--- src/rtl/run_ctrl_unit.sv ---
// Run/load/fault controller: gates program-memory loading and PC writes, runs a watchdog,
// and collects error sources. Optional macro HALT_ON_ERROR_EN makes any error in RUN a fault.
module run_ctrl_unit #(
  parameter int                   ADDR_WIDTH = 32,
  parameter int                   NUM_ERR    = 3,
  parameter logic [15:0]          START_WORD = 16'h1111,
  parameter int                   WDT_WIDTH  = 24,
  parameter logic [WDT_WIDTH-1:0] WDT_LIMIT  = 24'hFFFFFF
) (
  input  logic                           clk,
  input  logic                           reset_n,
  input  logic                           load_valid,
  input  logic [31:0]                    load_data,
  input  logic [ADDR_WIDTH-1:0]          load_addr,
  input  logic [ADDR_WIDTH-1:0]          fetch_addr,
  input  logic                           stall_pc_write,
  input  logic                           run_finished,
  input  logic [NUM_ERR-1:0]             err_in,
  input  logic                           err_clear,
  output logic                           mem_we,
  output logic [ADDR_WIDTH-1:0]          mem_addr,
  output logic [31:0]                    mem_wdata,
  output logic                           run_flag,
  output logic                           pc_write,
  output logic                           indication,
  output logic [NUM_ERR:0]               err_cause,
  output logic                           first_err_valid,
  output logic [$clog2(NUM_ERR+1)-1:0]   first_err_id,
  output logic [31:0]                    run_cycles,
  output logic [2:0]                     state_o
);
  localparam int ID_W = $clog2(NUM_ERR+1);

  typedef enum logic [2:0] {
    S_IDLE  = 3'd0,
    S_LOAD  = 3'd1,
    S_RUN   = 3'd2,
    S_DONE  = 3'd3,
    S_FAULT = 3'd4
  } state_t;

  state_t               state;
  state_t               state_nx;
  logic [WDT_WIDTH-1:0] wdt_cnt;
  logic                 start_word;
  logic                 load_open;
  logic                 wdt_fire;
  logic                 halt_err;
  logic [NUM_ERR:0]     new_err;

  assign start_word = load_valid && (load_data[15:0] == START_WORD);
  assign load_open  = (state == S_IDLE) || (state == S_LOAD) || (state == S_DONE);
  assign wdt_fire   = (state == S_RUN) && (WDT_LIMIT != '0) &&
                      (wdt_cnt == (WDT_LIMIT - 1'b1));

`ifdef HALT_ON_ERROR_EN
  assign halt_err = (state == S_RUN) && (|err_in);
`else
  assign halt_err = 1'b0;
`endif

  assign new_err = {wdt_fire, err_in};

  // The start word only switches state; it is never written into program memory.
  assign mem_we     = load_valid && load_open && !start_word;
  assign mem_addr   = mem_we ? load_addr : fetch_addr;
  assign mem_wdata  = load_data;
  assign pc_write   = stall_pc_write && run_flag;
  assign indication = (|err_in) || (|err_cause);
  assign state_o    = state;

  function automatic logic [ID_W-1:0] lowest_idx(input logic [NUM_ERR:0] v);
    lowest_idx = '0;
    for (int i = NUM_ERR; i >= 0; i--) begin
      if (v[i]) lowest_idx = ID_W'(i);
    end
  endfunction

  always_comb begin
    state_nx = state;
    case (state)
      S_IDLE, S_DONE: begin
        if (start_word)      state_nx = S_RUN;
        else if (load_valid) state_nx = S_LOAD;
      end
      S_LOAD:  if (start_word) state_nx = S_RUN;
      // A fault outranks a same-cycle program end.
      S_RUN: begin
        if (halt_err || wdt_fire) state_nx = S_FAULT;
        else if (run_finished)    state_nx = S_DONE;
      end
      S_FAULT: if (err_clear) state_nx = S_IDLE;
      default: state_nx = S_IDLE;
    endcase
  end

  always_ff @(posedge clk or negedge reset_n) begin
    if (!reset_n) begin
      state           <= S_IDLE;
      run_flag        <= 1'b0;
      run_cycles      <= '0;
      wdt_cnt         <= '0;
      err_cause       <= '0;
      first_err_valid <= 1'b0;
      first_err_id    <= '0;
    end else begin
      state    <= state_nx;
      run_flag <= (state_nx == S_RUN);

      if (state != S_RUN && state_nx == S_RUN) begin
        run_cycles <= '0;
        wdt_cnt    <= '0;
      end else if (state == S_RUN) begin
        if (run_cycles != 32'hFFFF_FFFF) run_cycles <= run_cycles + 32'd1;
        wdt_cnt <= wdt_cnt + 1'b1;
      end

      if (err_clear) begin
        err_cause       <= '0;
        first_err_valid <= 1'b0;
        first_err_id    <= '0;
      end else begin
        err_cause <= err_cause | new_err;
        if (!first_err_valid && (|new_err)) begin
          first_err_valid <= 1'b1;
          first_err_id    <= lowest_idx(new_err);
        end
      end
    end
  end
endmodule

--- config.mk ---
export PLATFORM = sky130hd
export DESIGN_NAME = run_ctrl_unit
export DESIGN_NICKNAME = d
export VERILOG_FILES = /design/src/rtl/run_ctrl_unit.sv
export SDC_FILE = /design/constraint.sdc
export NUM_CORES = 1
export LEC_CHECK = 0
export CAP_MARGIN = 20
export CORE_AREA = 4 4 103 125
export CTS_CLUSTER_DIAMETER = 50
export CTS_CLUSTER_SIZE = 10
export DETAILED_ROUTE_END_ITERATION = 12
export DIE_AREA = 0 0 107 129
export MAX_ROUTING_LAYER = met4
export PLACE_DENSITY = 0.82
export SLEW_MARGIN = 20
export SYNTH_ARGS = -nofsm -noshare
export SYNTH_HDL_FRONTEND = slang
export SYNTH_SLANG_ARGS = --single-unit
--- constraint.sdc ---
create_clock -name clk -period 2.2 [get_ports clk]
set_input_delay 0.44 -clock clk [delete_from_list [all_inputs] [get_ports clk]]
set_output_delay 0.44 -clock clk [all_outputs]
set_load 0.01 [all_outputs]
==> flow_summary.html <==
<table>
<tr><th>Metric</th><th>Value</th></tr>
<tr><th colspan="2">STA</th></tr>
<tr><td>Number of max-slew violations in the final report</td><td>0</td></tr>
<tr><td>Worst setup margin</td><td>-0.173 ns</td></tr>
<tr><td>Relative slew slack</td><td>roughly three fifths</td></tr>
<tr><td>Ratio of final minimum period to clock period</td><td>108%</td></tr>
<tr><td>Final critical delay including setup and external delays</td><td>about 2.4 ns</td></tr>
<tr><td>Final number of setup-violating endpoints</td><td>38</td></tr>
<tr><td>Worst slew pin tran</td><td>0.609 ns</td></tr>
<tr><td>Worst-case clock skew</td><td>~0.0065 ns</td></tr>
<tr><td>Final hold violation count</td><td>0</td></tr>
<tr><td>Maximum operating frequency</td><td>~420 MHz</td></tr>
<tr><td>Unrepaired setup endpoints after global routing</td><td>yes</td></tr>
<tr><th colspan="2">Setup path</th></tr>
<tr><td>Setup crit start kind</td><td>input port</td></tr>
<tr><td>Cell type of the slowest stage on the worst timing path</td><td>sky130_fd_sc_hd__mux2_4</td></tr>
<tr><td>CP bufs+invs</td><td>4</td></tr>
<tr><td>Delay of the slowest critical-path stage</td><td>roughly 0.31 ns</td></tr>
<tr><td>Setup slack of the worst register-to-register path</td><td>-0.14 ns</td></tr>
<tr><td>Critical Path End Type</td><td>output pin</td></tr>
<tr><td>Endpoint required time on the critical path</td><td>1.76 ns</td></tr>
<tr><td>Worst setup path category</td><td>input port to output pin</td></tr>
<tr><td>FF-to-FF End</td><td>run_cycles[28]</td></tr>
<tr><td>Worst path most repeated cell</td><td>sky130_fd_sc_hd__buf_6</td></tr>
<tr><td>Number of cell instances on the worst register-to-register path</td><td>7</td></tr>
<tr><td>Delay-heaviest family, CP</td><td>simple AND/OR/NAND/NOR gates</td></tr>
<tr><td>Peak fanout along the critical path</td><td>8</td></tr>
<tr><td>Critical R2R Launch</td><td>state_o[0]</td></tr>
<tr><td>Cells along the critical path</td><td>buf_8, nor4bb_4, and4_1, nand2_2, nand3_4, buf_6, buf_12, mux2_4, buf_6</td></tr>
<tr><td>Critical path data arrival time</td><td>around 1.9 ns</td></tr>
<tr><th colspan="2">Synthesis</th></tr>
<tr><td>Share of async-settable or async-resettable flops after synthesis</td><td>100%</td></tr>
<tr><td>Arithmetic-cell share of the synthesized area counting full adders, half adders and majority gates</td><td>less than 1%</td></tr>
<tr><td>Top-area cell type share of the netlist area</td><td>about two fifths</td></tr>
<tr><td>Netlist area before placement</td><td>around 0.004 sq mm</td></tr>
<tr><td>Dominant combinational cell family by area after synthesis</td><td>simple AND/OR/NAND/NOR gates</td></tr>
<tr><td>Compound-Gate Fraction of Synth Area</td><td>roughly an eighth</td></tr>
<tr><td>Syn_nets</td><td>557</td></tr>
<tr><td>Yosys cell types</td><td>47</td></tr>
<tr><td>Synthesis-stage register bit count</td><td>67</td></tr>
<tr><td>Yosys Warn Count</td><td>0</td></tr>
<tr><td>Area leader, netlist</td><td>sky130_fd_sc_hd__dfrtp_1</td></tr>
<tr><td>Main synth FF type</td><td>sky130_fd_sc_hd__dfrtp_1</td></tr>
<tr><td>Sequential fraction of the synthesis area</td><td>slightly above 40%</td></tr>
<tr><td>Count of flip-flops with a built-in enable after synthesis</td><td>0</td></tr>
<tr><td>Avg Cell Area, Syn</td><td>9.17 sq um</td></tr>
<tr><td>Simple-gate portion of the synthesized area</td><td>between 20% and 30%</td></tr>
<tr><td>Area share of xor/xnor cells in the synthesized design</td><td>between 1.5 and 2%</td></tr>
<tr><td>Leading cell types by total area after synthesis</td><td>sky130_fd_sc_hd__dfrtp_1, sky130_fd_sc_hd__mux2_2, sky130_fd_sc_hd__buf_4, sky130_fd_sc_hd__nand3_1, sky130_fd_sc_hd__o21ai_0</td></tr>
<tr><td>Synthesized netlist cell count</td><td>449</td></tr>
<tr><td>Proportion of synthesized area in mux cells</td><td>under 10%</td></tr>
<tr><th colspan="2">Cells and area</th></tr>
<tr><td>Core occupancy in the finished layout</td><td>60.9%</td></tr>
<tr><td>Post-route non-filler standard cell count</td><td>812</td></tr>
<tr><td>Antenna fix cells</td><td>0</td></tr>
<tr><td>Layout Area Growth over Synthesis</td><td>70.3%</td></tr>
<tr><td>Number of nets at the end of the flow</td><td>760</td></tr>
<tr><td>Share of post-route cells with drive strength above 1</td><td>between 20 and 30%</td></tr>
<tr><td>Number of fill cells in the layout</td><td>940</td></tr>
<tr><th colspan="2">Clock network</th></tr>
<tr><td>Number of buffers on the longest clock path</td><td>2</td></tr>
<tr><td>Clock transition at the registers of the reported paths</td><td>about 0.050 ns</td></tr>
<tr><td>Clock Root Buffer</td><td>sky130_fd_sc_hd__clkbuf_16</td></tr>
<tr><td>Clk sink count</td><td>between 60 and 70</td></tr>
<tr><td>Insertion delay to the later sink of the worst-skew pair</td><td>between 0.3 and 0.4 ns</td></tr>
<tr><td>Total clock buffers created by CTS</td><td>9</td></tr>
<tr><td>TritonCTS clock tree</td><td>done</td></tr>
<tr><td>H-tree level count</td><td>3</td></tr>
<tr><th colspan="2">Global route</th></tr>
<tr><td>First-pass GRT wire length</td><td>roughly 24000 um</td></tr>
<tr><td>Remaining Overflow, GRT</td><td>0</td></tr>
<tr><td>Number of antenna violations at the first check in global routing</td><td>0</td></tr>
<tr><td>Largest net degree at the start of global routing</td><td>46</td></tr>
<tr><td>GRT Overall Usage</td><td>23.6%</td></tr>
<tr><td>Vias in the first global route</td><td>approximately 4500</td></tr>
<tr><th colspan="2">Place</th></tr>
<tr><td>Detailed Place HPWL</td><td>12300 um</td></tr>
<tr><td>Place WS</td><td>-1.22 ns</td></tr>
<tr><td>Buffers on Ports</td><td>around 180</td></tr>
<tr><td>RePlAce Congestion</td><td>0.920</td></tr>
<tr><td>Post-Place Cells</td><td>788</td></tr>
<tr><th colspan="2">Pwr</th></tr>
<tr><td>Pwr Density</td><td>about 460 mW/mm^2</td></tr>
<tr><td>Maximum vdd drop</td><td>approximately 0.30 mV</td></tr>
<tr><td>Total power</td><td>around 3.3 mW</td></tr>
<tr><td>Cell leakage power</td><td>just under 3 nW</td></tr>
<tr><th colspan="2">Die</th></tr>
<tr><td>Die extent in y</td><td>129 um</td></tr>
<tr><td>Initial Util</td><td>35.8%</td></tr>
<tr><td>Io pins</td><td>between 200 and 250</td></tr>
<tr><td>Site Rows</td><td>43</td></tr>
<tr><td>Die area</td><td>roughly 0.014 sq mm</td></tr>
<tr><td>Width of the chip</td><td>107 um</td></tr>
<tr><td>Placeable core region</td><td>~0.012 sq mm</td></tr>
<tr><th colspan="2">Routing</th></tr>
<tr><td>Detailed-route wire length per cell</td><td>a little under 20 um</td></tr>
<tr><td>Number of DRC violations after detailed routing</td><td>0</td></tr>
<tr><td>Pre-Repair DR Iteration Count</td><td>5</td></tr>
<tr><td>Antenna-violating nets left</td><td>0</td></tr>
<tr><td>Routed vias</td><td>about 4400</td></tr>
<tr><td>Via count normalized by instance count</td><td>approximately 5.5</td></tr>
<tr><td>Wirelength, routed</td><td>roughly 16000 um</td></tr>
<tr><td>1st-iter DRT viols</td><td>about 330</td></tr>
<tr><th colspan="2">Job</th></tr>
<tr><td>Max-capacitance violation count</td><td>0</td></tr>
<tr><th colspan="2">Status</th></tr>
<tr><td>Result of the run</td><td>finished with violations</td></tr>
<tr><td>Violated checks</td><td>setup timing</td></tr>
<tr><th colspan="2">Hold path</th></tr>
<tr><td>Path class of the lowest-slack min-delay path</td><td>input port to async pin</td></tr>
</table>
==> stage by stage <==
| step | setup TNS [ns] | hold WS [ns] | instance area [sq um] |
|---|---|---|---|
| floorplan | 0 | 0.144 | 4130 |
| global placement | -49.23 | 0.450 | 6250 |
| detailed placement | -51.71 | 0.461 | 6250 |
| CTS | -6.01 | 0.106 | 6830 |
| global route | -8.72 | 0.138 | 7010 |
| finish | -5.46 | 0.103 | 7010 |
==> layer usage <==
layer | GRT usage (%) | vias up | share of wire (%)
met2 | 39.1 | 234 | 50
met3 | 5.07 | 30 | 8.4
met1 | 28.5 | 2139 | 39
li1 | - | 2030 | -
met4 | 7.90 | 0 | 2.6
met5 | - | - | 0
==> kinds of logic (layout without fill, tap and decap cells) <==
| kind of cell | Yosys count | after routing |
|---|---|---|
| adder cells (fa/ha/maj) | 3 | 3 |
| flip-flops | 67 | 67 |
| AO/OA/AOI/OAI | 81 | 81 |
| multiplexers | 36 | 36 |
| XOR/XNOR | 8 | 8 |
| buffers and inverters | 61 | 267 |
| AND/OR/NAND/NOR | 193 | 193 |
==> power by group <==
group	switching [mW]	internal (mW)	total (mW)
Combinational	0.220	0.376	0.596
Sequential	0.00698	1.24	1.25
Clock	0.516	0.891	1.41
Total	0.743	2.51	3.25
==> Yosys cell counts, types with 4 or more instances <==
cell type / count
sky130_fd_sc_hd__a21oi_1: 22
sky130_fd_sc_hd__and3_1: 8
sky130_fd_sc_hd__and4_1: 5
sky130_fd_sc_hd__buf_2: 5
sky130_fd_sc_hd__buf_4: 34
sky130_fd_sc_hd__clkbuf_1: 10
sky130_fd_sc_hd__dfrtp_1: 67
sky130_fd_sc_hd__inv_1: 10
sky130_fd_sc_hd__mux2_2: 32
sky130_fd_sc_hd__mux2i_1: 4
sky130_fd_sc_hd__nand2_1: 32
sky130_fd_sc_hd__nand3_1: 46
sky130_fd_sc_hd__nand4_1: 17
sky130_fd_sc_hd__nor2_1: 33
sky130_fd_sc_hd__nor3_1: 8
sky130_fd_sc_hd__o211ai_1: 8
sky130_fd_sc_hd__o21a_1: 4
sky130_fd_sc_hd__o21ai_0: 31
sky130_fd_sc_hd__o31ai_1: 6
sky130_fd_sc_hd__or3_1: 14
sky130_fd_sc_hd__or4_1: 8
sky130_fd_sc_hd__xnor2_1: 6
==> worst max-delay path by stage <==
stage | depth (start not counted) | slack (ns) | to | startpoint
floorplan | 6 | 0.009 | mem_addr[10] | load_data[11]
global placement | 9 | -1.17 | mem_addr[22] | load_data[11]
detailed placement | 9 | -1.22 | mem_addr[28] | load_data[11]
CTS | 10 | -0.23 | mem_addr[18] | load_data[10]
global route | 7 | -0.25 | run_cycles[28] | state_o[0]
finish | 9 | -0.17 | mem_addr[5] | load_data[7]
==> placed cells by master (no fill, tap or decap), types with 4 or more instances in the layout <==
cell and count:
sky130_fd_sc_hd__o21a_1 4, sky130_fd_sc_hd__nor2_1 33, sky130_fd_sc_hd__buf_12 9, sky130_fd_sc_hd__mux2i_1 4, sky130_fd_sc_hd__or3_1 13, sky130_fd_sc_hd__and4_1 5
sky130_fd_sc_hd__buf_4 45, sky130_fd_sc_hd__inv_1 10, sky130_fd_sc_hd__nor3_1 7, sky130_fd_sc_hd__dfrtp_1 67, sky130_fd_sc_hd__o21ai_0 30, sky130_fd_sc_hd__buf_2 7
sky130_fd_sc_hd__clkdlybuf4s50_1 131, sky130_fd_sc_hd__dlygate4sd2_1 5, sky130_fd_sc_hd__or4_1 8, sky130_fd_sc_hd__nor4b_4 4, sky130_fd_sc_hd__buf_6 43, sky130_fd_sc_hd__nand4_1 17
sky130_fd_sc_hd__clkbuf_16 9, sky130_fd_sc_hd__o211ai_1 8, sky130_fd_sc_hd__mux2_4 32, sky130_fd_sc_hd__o31ai_1 5, sky130_fd_sc_hd__nor4_4 5, sky130_fd_sc_hd__and3_1 8
sky130_fd_sc_hd__a21oi_1 22, sky130_fd_sc_hd__nand2_1 30, sky130_fd_sc_hd__nand3_1 44, sky130_fd_sc_hd__xnor2_1 6
==> area by class of cell <==
class	instances	area, sq um	share of cell area [%]
clock inverter	3	40.0	0.571
timing repair buffer	243	2430	34.6
tap	157	196	2.80
multi-input combinational	321	2390	34.1
inverter	10	37.5	0.535
sequential	67	1680	23.9
clock buffer	11	243	3.46
==> state kept, by name, summed over array words and instances (netlist names) <==
register and cells:
err_cause 4, first_err_id 2, first_err_valid 1, run_cycles 32
run_flag 1, state_o 3, wdt_cnt 24
==> repair_timing <==
action	CTS	global route
setup endpoints to repair	41	67
pin swaps	7	5
hold buffers	0	0
resized for setup	271	38
setup buffers	4	5
cloned	2	2
==> worst reg2reg max path, delay by kind of cell, from the launching register on <==
family | cells | cell delay, ns
XOR/XNOR | 1 | 0.17
buffers and inverters | 2 | 0.39
flip-flops | 1 | 0.39
AND/OR/NAND/NOR | 4 | 1.30
(Power assumes the default switching activity.)
